File: src/rtl/isa_bus_arbiter.sv
// ISA bus arbiter: host PIO cycles versus four round-robin DMA channels.
// Sequences the AEN/DACK setup and release edges around each DMA tenure.
module isa_bus_arbiter #(
    parameter int NUM_CH      = 4,
    parameter int SYNC_STAGES = 2,
    parameter int MAX_BURST   = 16
) (
    input  logic              clk,
    input  logic              reset,
    input  logic [NUM_CH-1:0] drq_in,
    input  logic [NUM_CH-1:0] ch_enable,
    input  logic              host_req,
    input  logic              host_done,
    input  logic              dma_xfer_done,
    input  logic              dma_tc,
    output logic              host_gnt,
    output logic [NUM_CH-1:0] dma_grant,
    output logic [NUM_CH-1:0] dack_n,
    output logic              aen,
    output logic              busy
);

    localparam int CW = (NUM_CH > 1) ? $clog2(NUM_CH) : 1;
    localparam int BW = (MAX_BURST > 0) ? $clog2(MAX_BURST + 1) : 1;
    localparam int SS = (SYNC_STAGES < 2) ? 2 : SYNC_STAGES;

    typedef enum logic [2:0] {
        IDLE,
        HOST,
        DMA_SETUP,
        DMA_ACTIVE,
        DMA_RELEASE
    } state_t;

    state_t            state;
    state_t            state_nxt;
    logic [NUM_CH-1:0] sync_q [SS];
    logic [NUM_CH-1:0] drq_s;
    logic [NUM_CH-1:0] eligible;
    logic [CW-1:0]     cur;
    logic [CW-1:0]     rr_ptr;
    logic [CW-1:0]     next_ptr;
    logic [CW-1:0]     pick;
    logic [CW-1:0]     idx;
    logic              found;
    logic [BW-1:0]     burst_cnt;
    logic              burst_hit;
    logic              end_tenure;

    always_ff @(posedge clk) begin
        if (reset) begin
            for (int i = 0; i < SS; i++) begin
                sync_q[i] <= '0;
            end
        end else begin
            sync_q[0] <= drq_in;
            for (int i = 1; i < SS; i++) begin
                sync_q[i] <= sync_q[i-1];
            end
        end
    end

    assign drq_s    = sync_q[SS-1];
    assign eligible = drq_s & ch_enable;

    // First eligible channel at or above rr_ptr, wrapping around.
    always_comb begin
        pick  = rr_ptr;
        idx   = '0;
        found = 1'b0;
        for (int k = 0; k < NUM_CH; k++) begin
            idx = CW'((int'(rr_ptr) + k) % NUM_CH);
            if (!found && eligible[idx]) begin
                pick  = idx;
                found = 1'b1;
            end
        end
    end

    assign next_ptr  = (cur == CW'(NUM_CH - 1)) ? '0 : cur + 1'b1;
    assign burst_hit = (MAX_BURST != 0) && (int'(burst_cnt) + 1 == MAX_BURST);

    assign end_tenure = (dma_xfer_done && (dma_tc || !drq_s[cur] || burst_hit))
                     || !ch_enable[cur];

    always_comb begin
        state_nxt = state;
        unique case (state)
            IDLE: begin
                if (host_req) begin
                    state_nxt = HOST;
                end else if (found) begin
                    state_nxt = DMA_SETUP;
                end
            end
            HOST: begin
                if (host_done) begin
                    state_nxt = IDLE;
                end
            end
            DMA_SETUP:   state_nxt = DMA_ACTIVE;
            DMA_ACTIVE: begin
                if (end_tenure) begin
                    state_nxt = DMA_RELEASE;
                end
            end
            DMA_RELEASE: state_nxt = IDLE;
            default:     state_nxt = IDLE;
        endcase
    end

    always_ff @(posedge clk) begin
        if (reset) begin
            state     <= IDLE;
            cur       <= '0;
            rr_ptr    <= '0;
            burst_cnt <= '0;
        end else begin
            state <= state_nxt;
            if (state == IDLE && !host_req && found) begin
                cur       <= pick;
                burst_cnt <= '0;
            end
            if (state == DMA_ACTIVE && dma_xfer_done && burst_cnt != '1) begin
                burst_cnt <= burst_cnt + 1'b1;
            end
            if (state == DMA_RELEASE) begin
                rr_ptr <= next_ptr;
            end
        end
    end

    // AEN brackets the whole tenure; DACK only in the active phase.
    always_comb begin
        host_gnt  = (state == HOST);
        aen       = (state == DMA_SETUP) || (state == DMA_ACTIVE)
                 || (state == DMA_RELEASE);
        busy      = (state != IDLE);
        dma_grant = '0;
        dack_n    = '1;
        if (state == DMA_SETUP || state == DMA_ACTIVE) begin
            dma_grant[cur] = 1'b1;
        end
        if (state == DMA_ACTIVE) begin
            dack_n[cur] = 1'b0;
        end
    end

endmodule

File: config.mk
export PLATFORM = sky130hd
export DESIGN_NAME = isa_bus_arbiter
export DESIGN_NICKNAME = d
export VERILOG_FILES = /design/src/rtl/isa_bus_arbiter.sv
export SDC_FILE = /design/constraint.sdc
export NUM_CORES = 1
export LEC_CHECK = 0
export ABC_CLOCK_PERIOD_IN_PS = 2400
export CAP_MARGIN = 20
export CORE_MARGIN = 4
export CORE_UTILIZATION = 49
export CTS_CLUSTER_SIZE = 25
export DETAILED_ROUTE_END_ITERATION = 6
export HOLD_SLACK_MARGIN = 0.08
export PLACE_DENSITY = 0.84
export SLEW_MARGIN = 15
export SYNTH_ARGS = -nofsm -noshare
export SYNTH_HDL_FRONTEND = slang
export SYNTH_SLANG_ARGS = --single-unit
File: constraint.sdc
create_clock -name clk -period 2.4 [get_ports clk]
set_input_delay 0.6 -clock clk [delete_from_list [all_inputs] [get_ports clk]]
set_output_delay 0.6 -clock clk [all_outputs]
set_load 0.02 [all_outputs]
==> impl_metrics.env, run 1 <==
export IMPL_maxSlewHeadroom_pct=71.4
export IMPL_routed_wire_length_per_instance_um=13.6
export IMPL_filler_cell_count=197
export IMPL_root_buf_cell="sky130_fd_sc_hd__clkbuf_4"
export IMPL_minimum_setup_slack_after_placement_ns=0.114
export IMPL_insertedDiodeCount=0
export IMPL_synth_edf_count=0
export IMPL_io_buffer_count=24
export IMPL_finalHoldWorstSlack_ns=0.450
export IMPL_timing_max_cap_violations=0
export IMPL_tritoncts_num_sinks=20
export IMPL_synth_seq_cells=20
export IMPL_syn_instance_count=129
export IMPL_setup_worst_path_class="reg -> out"
export IMPL_finish_utilization_pct=65.4
export IMPL_post_cts_resize_count=5
export IMPL_actual_transition_at_the_worst_max_transition_pin_ns=0.427
export IMPL_dp_final_hpwl_um=1990
export IMPL_floorplan_initialDensity_pct=51.3
export IMPL_number_of_buffers_created_by_cts=3
export IMPL_setup_slack_ns=0.0866
export IMPL_final_setup_tns_ns=0
export IMPL_final_setup_skew_ns=0.00395
export IMPL_worstSetupStartpointType="register"
export IMPL_synth_cell_types=40
export IMPL_clock_tree_htree_level_count=1
export IMPL_layout_cells_most_common="sky130_fd_sc_hd__clkdlybuf4s50_1"
export IMPL_first_pass_grt_wire_length_um=4260
export IMPL_die_width_um=56.1
export IMPL_hold_violations=0
export IMPL_postSynth_asyncResetShare_pct=0
export IMPL_ys_dominant_reg_cell="sky130_fd_sc_hd__dfxtp_1"
export IMPL_worstHoldPathCells=1
export IMPL_flow_area_growth_from_synthesis_pct=27.6
export IMPL_fp_row_count=17
export IMPL_run_status="finished, final reports clean"
export IMPL_placedCellCount=179
export IMPL_drive_above_1_share_pct=13.5
export IMPL_timing_critical_path_to_type="output pin"
export IMPL_detailedRoute_firstIterationViolations=32
export IMPL_globalRouteTotalUtil_pct=16.5
export IMPL_powerDensity_mw_per_mm2=469
export IMPL_rsz0062_at_grt="no"
export IMPL_path_max_fanout=5
export IMPL_final_design_area_no_fill_mm2=0.00145
export IMPL_fmax_mhz=432
export IMPL_clock_tree_from_tritoncts="yes"
export IMPL_grt_antenna_before_repair=0
export IMPL_syn_area_per_cell_um2=8.80
export IMPL_post_route_period_util_pct=96.4
export IMPL_num_nets_final=176
export IMPL_grt_overflow_total=0
export IMPL_layout_cells_non_filler=183
export IMPL_finalMaxSlewViolations=0
export IMPL_synthesis_yosys_warnings=0
export IMPL_worst_setup_hold_path_clk_slew_ns=0.11
export IMPL_routabilityCongestion=0.851
export IMPL_hold_class="reg -> reg"
export IMPL_grt_pass1_vias=998
export IMPL_irDropWorstVdd_uv=433
export IMPL_core_mm2=0.00221
export IMPL_netlist_area_mm2=0.00113
export IMPL_critical_path_arrival_ns=1.71
export IMPL_finalWorstPathRequiredPeriod_ns=2.31
export IMPL_cellLeakagePower_nw=0.551
export IMPL_cts_hold_buf=0
export IMPL_mappedNetlistNets=149
export IMPL_drc=0
export IMPL_post_cts_setup_buffers=0
export IMPL_reg2regPathDepth=7
export IMPL_totalPowerFinal_uw=679
export IMPL_largest_net_degree_at_the_start_of_global_routing=15
export IMPL_dieArea_mm2=0.00315
export IMPL_detail_route_vias_per_cell=5.59
export IMPL_most_used_cells_in_the_layout_excluding_fill_and_tap_cells="20 x sky130_fd_sc_hd__clkdlybuf4s50_1, 16 x sky130_fd_sc_hd__dfxtp_1, 13 x sky130_fd_sc_hd__nand2_1"
export IMPL_required_time_at_the_endpoint_of_the_critical_path_ns=1.80
export IMPL_clock_tree_buffer_depth=2
export IMPL_final_antenna_net_count=0
export IMPL_detail_route_wirelength_um=2500
export IMPL_via_count=1023
export IMPL_finalSetupViolations=0
export IMPL_synth_sequential_area_ratio_pct=35.3
export IMPL_die_span_in_y_um=56.1
export IMPL_dpl_cell_area_mm2=0.00141
export IMPL_drt_pass1_iterations=4
export IMPL_clk_latency_ns=0.31
export IMPL_ioPinCount=25
state kept, by name, indices dropped and copies added (netlist names):
register	flops
sync_q	8
cur	2
rr_ptr	2
state	3
burst_cnt	5
layout make-up:
| type | instances | area [um^2] | area share (%) |
|---|---|---|---|
| inverter | 3 | 11.3 | 0.778 |
| sequential | 20 | 405 | 28.0 |
| clock buffer | 4 | 36.3 | 2.51 |
| multi-input combinational | 101 | 698 | 48.2 |
| timing repair buffer | 27 | 262 | 18.1 |
| tap | 28 | 35.0 | 2.42 |
final timing paths:
path | start | end | slack (ns)
worst max register to register | burst_cnt[0] | burst_cnt[3] | 0.51
worst max-delay path | cur[0] | dma_grant[0] | 0.09
worst min register to register | sync_q[0][1] | sync_q[0][5] | 0.45
worst min-delay path | sync_q[0][1] | sync_q[0][5] | 0.45
routing by layer:
metal  vias up  GRT usage [%]  wire length, um
met4         0           5.42               65
met5         -              0                0
met2        38           30.9             1260
li1        516              -                -
met3         6           3.94              187
met1       463           18.0              980
cells in the mapped netlist (all sizes together), types with 3 or more instances:
library cell	number	area (um^2)
and2	6	37.5
inv	3	11.3
dfxtp	20	400
nor3	3	15.0
nand2	13	48.8
ha	6	75.1
nand3	4	20.0
o21ai	6	30.0
a21oi	7	35.0
nor2	12	50.1
clkbuf	3	11.3
a311oi	4	58.8
nor2b	12	75.1
mux2i	3	30.0
a22oi	4	30.0
worst max-delay path, stage by stage (launching register included):
cell and delay (ns):
sky130_fd_sc_hd__dfxtp_1 0.43, sky130_fd_sc_hd__inv_1 0.11, sky130_fd_sc_hd__ha_1 0.20, sky130_fd_sc_hd__and2_1 0.14
sky130_fd_sc_hd__clkdlybuf4s50_1 0.53
power by group:
part	internal, mW	total (mW)	switching, mW
clock network	0.0928	0.200	0.107
logic	0.0645	0.122	0.0572
registers	0.344	0.358	0.0137
total	0.501	0.679	0.178
kinds of logic after synthesis:
kind of cell               after synthesis  synth area share (%)
AOI/OAI and AO/OA                       30                  19.8
xor gates and xnor gates                 1                 0.772
adders and majority gates                6                  6.62
buffers and inverters                    8                  3.42
DFF                                     20                  35.3
muxes                                    4                  4.63
and+or+nand+nor                         60                  29.4
No activity file was read; power rests on OpenSTA's default activity.
==> inputs of run 2 (changes only) <==
- ABC_CLOCK_PERIOD_IN_PS: 2400 -> 1950
- CAP_MARGIN: 20 -> unset
- CORE_UTILIZATION: 49 -> 44
- PLACE_DENSITY: 0.84 -> 0.8
- clock period: 2.4 -> 1.95 ns (I/O delays scaled with it)
==> run 2 against run 1 <==
Effect of this change: first-iteration DRC count up 38%; sequential share of layout area down 1.8 points; clock skew up 0.0039 ns; global-route usage up 1.0 points; die area up 9.7%; worst hold slack worse by 0.0021 ns; routed wire length up 7.4%; clock power up 18%; count of clock-buffer cells in the layout unchanged; critical endpoint is now dack_n[3]; largest power group unchanged.
==> impl_metrics.env, run 2 (synthesized netlist as in run 1, its figures left out) <==
export IMPL_run_status="finished, final reports clean"
export IMPL_routabilityCongestion=0.885
export IMPL_setup_worst_path_class="reg -> out"
export IMPL_layout_cells_most_common="sky130_fd_sc_hd__buf_4"
export IMPL_clock_tree_from_tritoncts="yes"
export IMPL_die_width_um=58.8
export IMPL_final_design_area_no_fill_mm2=0.00155
export IMPL_detailedRoute_firstIterationViolations=44
export IMPL_crit_path_top_delay_cell="sky130_fd_sc_hd__dfxtp_2"
export IMPL_insertedDiodeCount=0
export IMPL_dp_final_hpwl_um=2130
export IMPL_grt_pass1_vias=1164
export IMPL_required_time_at_the_endpoint_of_the_critical_path_ns=1.46
export IMPL_tritoncts_num_sinks=20
export IMPL_largest_reg_flops=8
export IMPL_ioPinCount=25
export IMPL_core_mm2=0.00248
export IMPL_maxSlewHeadroom_pct=74.4
export IMPL_powerDensity_mw_per_mm2=539
export IMPL_clock_tree_htree_level_count=1
export IMPL_root_buf_cell="sky130_fd_sc_hd__clkbuf_4"
export IMPL_largestRegisters="sync_q x8, burst_cnt x5, state x3"
export IMPL_timing_max_cap_violations=0
export IMPL_timing_critical_path_to_type="output pin"
export IMPL_first_pass_grt_wire_length_um=4800
export IMPL_largest_net_degree_at_the_start_of_global_routing=16
export IMPL_finalSetupViolations=0
export IMPL_critPathMaxStageDelay_ns=0.35
export IMPL_clk_latency_ns=0.30
export IMPL_hold_class="reg -> reg"
export IMPL_final_antenna_net_count=0
export IMPL_critical_path_arrival_ns=1.40
export IMPL_detail_route_vias_per_cell=5.54
export IMPL_floorplan_initialDensity_pct=45.8
export IMPL_grt_antenna_before_repair=0
export IMPL_grt_overflow_total=0
export IMPL_cellLeakagePower_nw=0.614
export IMPL_worst_setup_hold_path_clk_slew_ns=0.11
export IMPL_drc=0
export IMPL_dpl_cell_area_mm2=0.00150
export IMPL_irDropWorstVdd_uv=528
export IMPL_routed_wire_length_per_instance_um=13.5
export IMPL_final_setup_skew_ns=0.00788
export IMPL_actual_transition_at_the_worst_max_transition_pin_ns=0.380
export IMPL_finish_utilization_pct=62.7
export IMPL_hold_violations=0
export IMPL_filler_cell_count=208
export IMPL_rsz0062_at_grt="no"
export IMPL_die_span_in_y_um=58.8
export IMPL_cts_hold_buf=0
export IMPL_post_route_period_util_pct=96.6
export IMPL_drive_above_1_share_pct=27.2
export IMPL_path_max_fanout=4
export IMPL_num_nets_final=190
export IMPL_via_count=1102
export IMPL_drt_pass1_iterations=4
export IMPL_io_buffer_count=24
export IMPL_critical_path_cell_chain="buf_4, ha_1, nand2_1, dlygate4sd2_1"
export IMPL_most_used_cells_in_the_layout_excluding_fill_and_tap_cells="17 x sky130_fd_sc_hd__buf_4, 14 x sky130_fd_sc_hd__dfxtp_1, 13 x sky130_fd_sc_hd__nand2_1, 13 x sky130_fd_sc_hd__clkdlybuf4s50_1"
export IMPL_number_of_buffers_created_by_cts=3
export IMPL_finalWorstPathRequiredPeriod_ns=1.88
export IMPL_clock_tree_buffer_depth=2
export IMPL_globalRouteTotalUtil_pct=17.6
export IMPL_fp_row_count=18
export IMPL_detail_route_wirelength_um=2680
export IMPL_dieArea_mm2=0.00346
export IMPL_flow_area_growth_from_synthesis_pct=36.9
export IMPL_worstSetupStartpointType="register"
export IMPL_max_flop_register="sync_q"
export IMPL_finalMaxSlewViolations=0
export IMPL_fmax_mhz=531
export IMPL_totalPowerFinal_uw=838
-- run 2: report_power, final --
group | switching (mW) | internal, mW
clock network | 0.123 | 0.114
logic | 0.0796 | 0.0865
registers | 0.0114 | 0.423
total | 0.214 | 0.623
-- run 2: repair_timing --
item	in CTS	in global routing
resized for setup	19	24
pin swaps	0	4
setup buffers	0	2
setup endpoints to repair	11	13
-- run 2: layout make-up --
cell class | instances | area (um^2) | area share (%)
repair buffers | 41 | 337 | 21.7
clock buffers | 4 | 36.3 | 2.33
multi-input cells | 101 | 724 | 46.6
flip-flops and latches | 20 | 408 | 26.2
inverters | 3 | 11.3 | 0.725
well taps | 30 | 37.5 | 2.42
-- run 2: path summary, 6_finish.rpt --
path	slack, ns	cells past startpoint	to	startpoint
hold reg to reg	0.45	1	sync_q[0][5]	sync_q[0][1]
hold / removal	0.45	1	sync_q[0][5]	sync_q[0][1]
setup reg to reg	0.11	7	state[2]	burst_cnt[1]
setup / recovery	0.07	4	dack_n[3]	cur[0]
-- run 2: critical path, delay by kind of cell, from the launching register on --
| family | cells | cell delay (ns) |
|---|---|---|
| adder cells (fa/ha/maj) | 1 | 0.22 |
| buffers and inverters | 2 | 0.46 |
| flip-flops | 1 | 0.35 |
| AND/OR/NAND/NOR | 1 | 0.06 |
-- run 2: per-layer routing --
metal,share of wire (%),vias up,global-route usage [%]
met5,0,-,0
met4,1.6,0,7.44
met3,6.9,8,3.51
met2,49,39,30.0
met1,43,514,21.4
li1,-,541,-
-- run 2: metrics by stage --
step / setup slack (ns) / setup TNS (ns) / hold slack, ns / cells
floorplan: 0.202 / 0 / 0.414 / 129
global placement: -0.0719 / -0.437 / 0.421 / 193
detailed placement: -0.133 / -0.823 / 0.424 / 193
CTS: 0.00118 / 0 / 0.451 / 197
global route: 0.00689 / 0 / 0.470 / 199
finish: 0.0670 / 0 / 0.448 / 199
==> inputs of run 3 (changes only) <==
- ABC_AREA: unset -> 1
- CORE_UTILIZATION: 44 -> 45
- PLACE_DENSITY: 0.8 -> 0.73
==> run 3 against run 2 <==
Effect of this change: flip-flop and latch count unchanged; first-iteration DRC count increased to 2.7 times the previous value; synthesized cell count increased by 74%; synthesized area increased by 20%; largest power group unchanged; power increased by 22%; sequential power increased by 6.7%; core utilization decreased by 1.5 points; critical path depth increased by 1; non-clock buffer count decreased by 6.
==> impl_metrics.env, run 3 <==
export IMPL_run_status="finished, final reports clean"
export IMPL_multi_input_area_um2=837
export IMPL_synthesis_yosys_warnings=0
export IMPL_die_span_in_y_um=63.1
export IMPL_drc=0
export IMPL_drt_pass1_iterations=4
export IMPL_synth_compound_area_share_pct=7.23
export IMPL_netlist_area_mm2=0.00137
export IMPL_maxSlewHeadroom_pct=76.2
export IMPL_fmax_mhz=531
export IMPL_final_setup_skew_ns=0.00619
export IMPL_core_mm2=0.00283
export IMPL_drive_above_1_share_pct=16.6
export IMPL_synth_fa_ha_area_share_pct=5.49
export IMPL_actual_transition_at_the_worst_max_transition_pin_ns=0.357
export IMPL_post_synth_top_count_cell="sky130_fd_sc_hd__nand2_1"
export IMPL_rsz0062_at_grt="yes"
export IMPL_ioPinCount=25
export IMPL_largest_net_degree_at_the_start_of_global_routing=14
export IMPL_flow_area_growth_from_synthesis_pct=26.8
export IMPL_yosysTopAreaCell="sky130_fd_sc_hd__dfxtp_1"
export IMPL_minimum_setup_slack_after_placement_ns=-0.0151
export IMPL_cellLeakagePower_nw=0.867
export IMPL_filler_cell_count=285
export IMPL_clock_tree_htree_level_count=1
export IMPL_insertedDiodeCount=0
export IMPL_fp_row_count=19
export IMPL_tritoncts_num_sinks=20
export IMPL_globalRouteTotalUtil_pct=17.5
export IMPL_share_of_synthesized_cell_area_in_and_or_nand_and_nor_gates_pct=47.6
export IMPL_dp_final_hpwl_um=2500
export IMPL_grt_antenna_before_repair=0
export IMPL_syn_instance_count=224
export IMPL_most_used_cells_in_the_layout_excluding_fill_and_tap_cells="71 x sky130_fd_sc_hd__nand2_1, 31 x sky130_fd_sc_hd__nand3_1, 27 x sky130_fd_sc_hd__nor2_1"
export IMPL_irDropWorstVdd_uv=521
export IMPL_rr_startpoint="burst_cnt[0]"
export IMPL_layout_cells_most_common="sky130_fd_sc_hd__nand2_1"
export IMPL_synth_top_family_by_area="simple AND/OR/NAND/NOR gates"
export IMPL_first_pass_grt_wire_length_um=5780
export IMPL_synth_sequential_area_ratio_pct=29.3
export IMPL_cp_buffers_inverters=2
export IMPL_synth_cell_types=24
export IMPL_setup_slack_ns=0.0658
export IMPL_final_antenna_net_count=0
export IMPL_detail_route_wirelength_um=3170
export IMPL_via_count=1460
export IMPL_powerDensity_mw_per_mm2=591
export IMPL_clock_tree_buffer_depth=2
export IMPL_dieArea_mm2=0.00398
export IMPL_timing_critical_path_to_type="output pin"
export IMPL_finalWorstPathRequiredPeriod_ns=1.88
export IMPL_critical_path_top_delay_family="flip-flops"
export IMPL_number_of_buffers_created_by_cts=3
export IMPL_routabilityCongestion=0.855
export IMPL_worst_setup_hold_path_clk_slew_ns=0.11
export IMPL_largestRegisters="sync_q x8, burst_cnt x5, state x3"
export IMPL_mappedNetlistNets=244
export IMPL_root_buf_cell="sky130_fd_sc_hd__clkbuf_4"
export IMPL_detail_route_vias_per_cell=5.03
export IMPL_critical_path_arrival_ns=1.40
export IMPL_setup_worst_path_class="reg -> out"
export IMPL_worstHoldPathCells=2
export IMPL_finalSetupViolations=0
export IMPL_worstSetupStartpointType="register"
export IMPL_grt_overflow_total=0
export IMPL_num_nets_final=280
export IMPL_synth_edf_count=0
export IMPL_clock_tree_from_tritoncts="yes"
export IMPL_max_flop_register="sync_q"
export IMPL_sequential_cell_area_um2=410
export IMPL_floorplan_initialDensity_pct=48.3
export IMPL_path_max_fanout=4
export IMPL_finalMaxSlewViolations=0
export IMPL_required_time_at_the_endpoint_of_the_critical_path_ns=1.46
export IMPL_post_route_period_util_pct=96.6
export IMPL_synth_area_leaders="sky130_fd_sc_hd__dfxtp_1 29%, sky130_fd_sc_hd__nand2_1 20%, sky130_fd_sc_hd__nand3_1 11%"
export IMPL_netlist_top_cells_count="73 x sky130_fd_sc_hd__nand2_1, 31 x sky130_fd_sc_hd__nand3_1, 29 x sky130_fd_sc_hd__nor2_1"
export IMPL_synth_mux_area_share_pct=0
export IMPL_io_buffer_count=24
export IMPL_routed_wire_length_per_instance_um=10.9
export IMPL_critical_path_reg2reg_endpoint="state[1]"
export IMPL_hold_violations=0
export IMPL_synth_top_cell_area_share_pct=29.3
export IMPL_syn_area_per_cell_um2=6.10
export IMPL_worstHoldEndpoint="sync_q[0][6]"
export IMPL_final_setup_tns_ns=0
export IMPL_grt_pass1_vias=1335
export IMPL_detailedRoute_firstIterationViolations=117
export IMPL_ys_dominant_reg_cell="sky130_fd_sc_hd__dfxtp_1"
export IMPL_critPathMaxStageDelay_ns=0.39
export IMPL_reg2regPathDepth=12
export IMPL_worstHoldStart="sync_q[0][2]"
export IMPL_hold_class="reg -> reg"
export IMPL_critical_path_cell_chain="ha_1, inv_1, nor2_1, nand2_1, dlygate4sd2_1"
export IMPL_timing_max_cap_violations=0
export IMPL_synth_seq_cells=20
export IMPL_postSynth_asyncResetShare_pct=0
export IMPL_clk_latency_ns=0.30
export IMPL_largest_reg_flops=8
export IMPL_synth_xor_xnor_area_share_pct=0
export IMPL_die_width_um=63.1
export IMPL_r2r_setup_slack_ns=0.21
export IMPL_crit_path_top_delay_cell="sky130_fd_sc_hd__dfxtp_2"
## run 3: changes by cell type in the layout (fill, tap and decap cells not counted), sizes merged, moves of 6 or more
cell,change
nand2,+64
nor2b,-12
inv,+26
and2,-6
nand3,+29
buf,-8
nor2,+18
## run 3: cell type report
class                   instances  area share (%)
repair buffers                 35            17.3
clock buffers                   4            2.09
flip-flops and latches         20            23.7
well taps                      31            2.24
inverters                      29            6.43
multi-input cells             171            48.3
## run 3: per-stage QoR
stage	util [%]	hold slack (ns)	power, mW	instance area (um^2)	instances
floorplan	-	0.388	0.662	1370	224
global placement	59.8	0.390	0.799	1690	285
detailed placement	59.8	0.397	0.802	1690	285
CTS	60.9	0.412	1.03	1720	289
global route	61.3	0.434	1.11	1730	290
finish	61.3	0.410	1.02	1730	290
## run 3: timing repair
item / 4_1_cts / 5_1_grt
resized for setup: 19 / 22
gates cloned: 0 / 0
pin swaps: 0 / 1
hold buffers: 0 / 0
setup buffers: 0 / 1
endpoints found under the setup margin: 11 / 12
## run 3: per-layer routing
layer  vias to the layer above  GRT usage (%)  part of all wire [%]
li1                        787              -                     -
met1                       634           24.3                    47
met2                        34           28.2                    47
met3                         5           2.13                   4.3
met4                         0           4.96                   1.4
met5                         -              0                     0
## run 3: tightest hold or removal path: cells and delay by family, from the launching register on
kind          cells  cell delay, ns
buf+inv           1            0.04
flops             1            0.31
simple gates      1            0.03
## run 3: cells by family (layout without fill, tap and decap cells)
| group | after synthesis | count (layout) |
|---|---|---|
| AOI/OAI and AO/OA | 18 | 18 |
| adders and majority gates | 6 | 6 |
| buffers and inverters | 33 | 68 |
| DFF | 20 | 20 |
| and+or+nand+nor | 147 | 147 |
## run 3: worst max path at each step
stage	startpoint	end	cells past startpoint
final	cur[0]	dack_n[3]	5
after detailed placement	cur[1]	dack_n[0]	6
after global routing	cur[0]	dack_n[3]	5
after global placement	cur[1]	dack_n[0]	6
after CTS	cur[0]	dma_grant[0]	5
after floorplan	cur[0]	dack_n[0]	5
## run 3: report_power, final
| group | internal [mW] | total [mW] | leakage [nW] | switching [mW] |
|---|---|---|---|---|
| Sequential | 0.433 | 0.463 | 0.166 | 0.0295 |
| Combinational | 0.134 | 0.324 | 0.680 | 0.189 |
| Clock | 0.114 | 0.239 | 0.0210 | 0.125 |
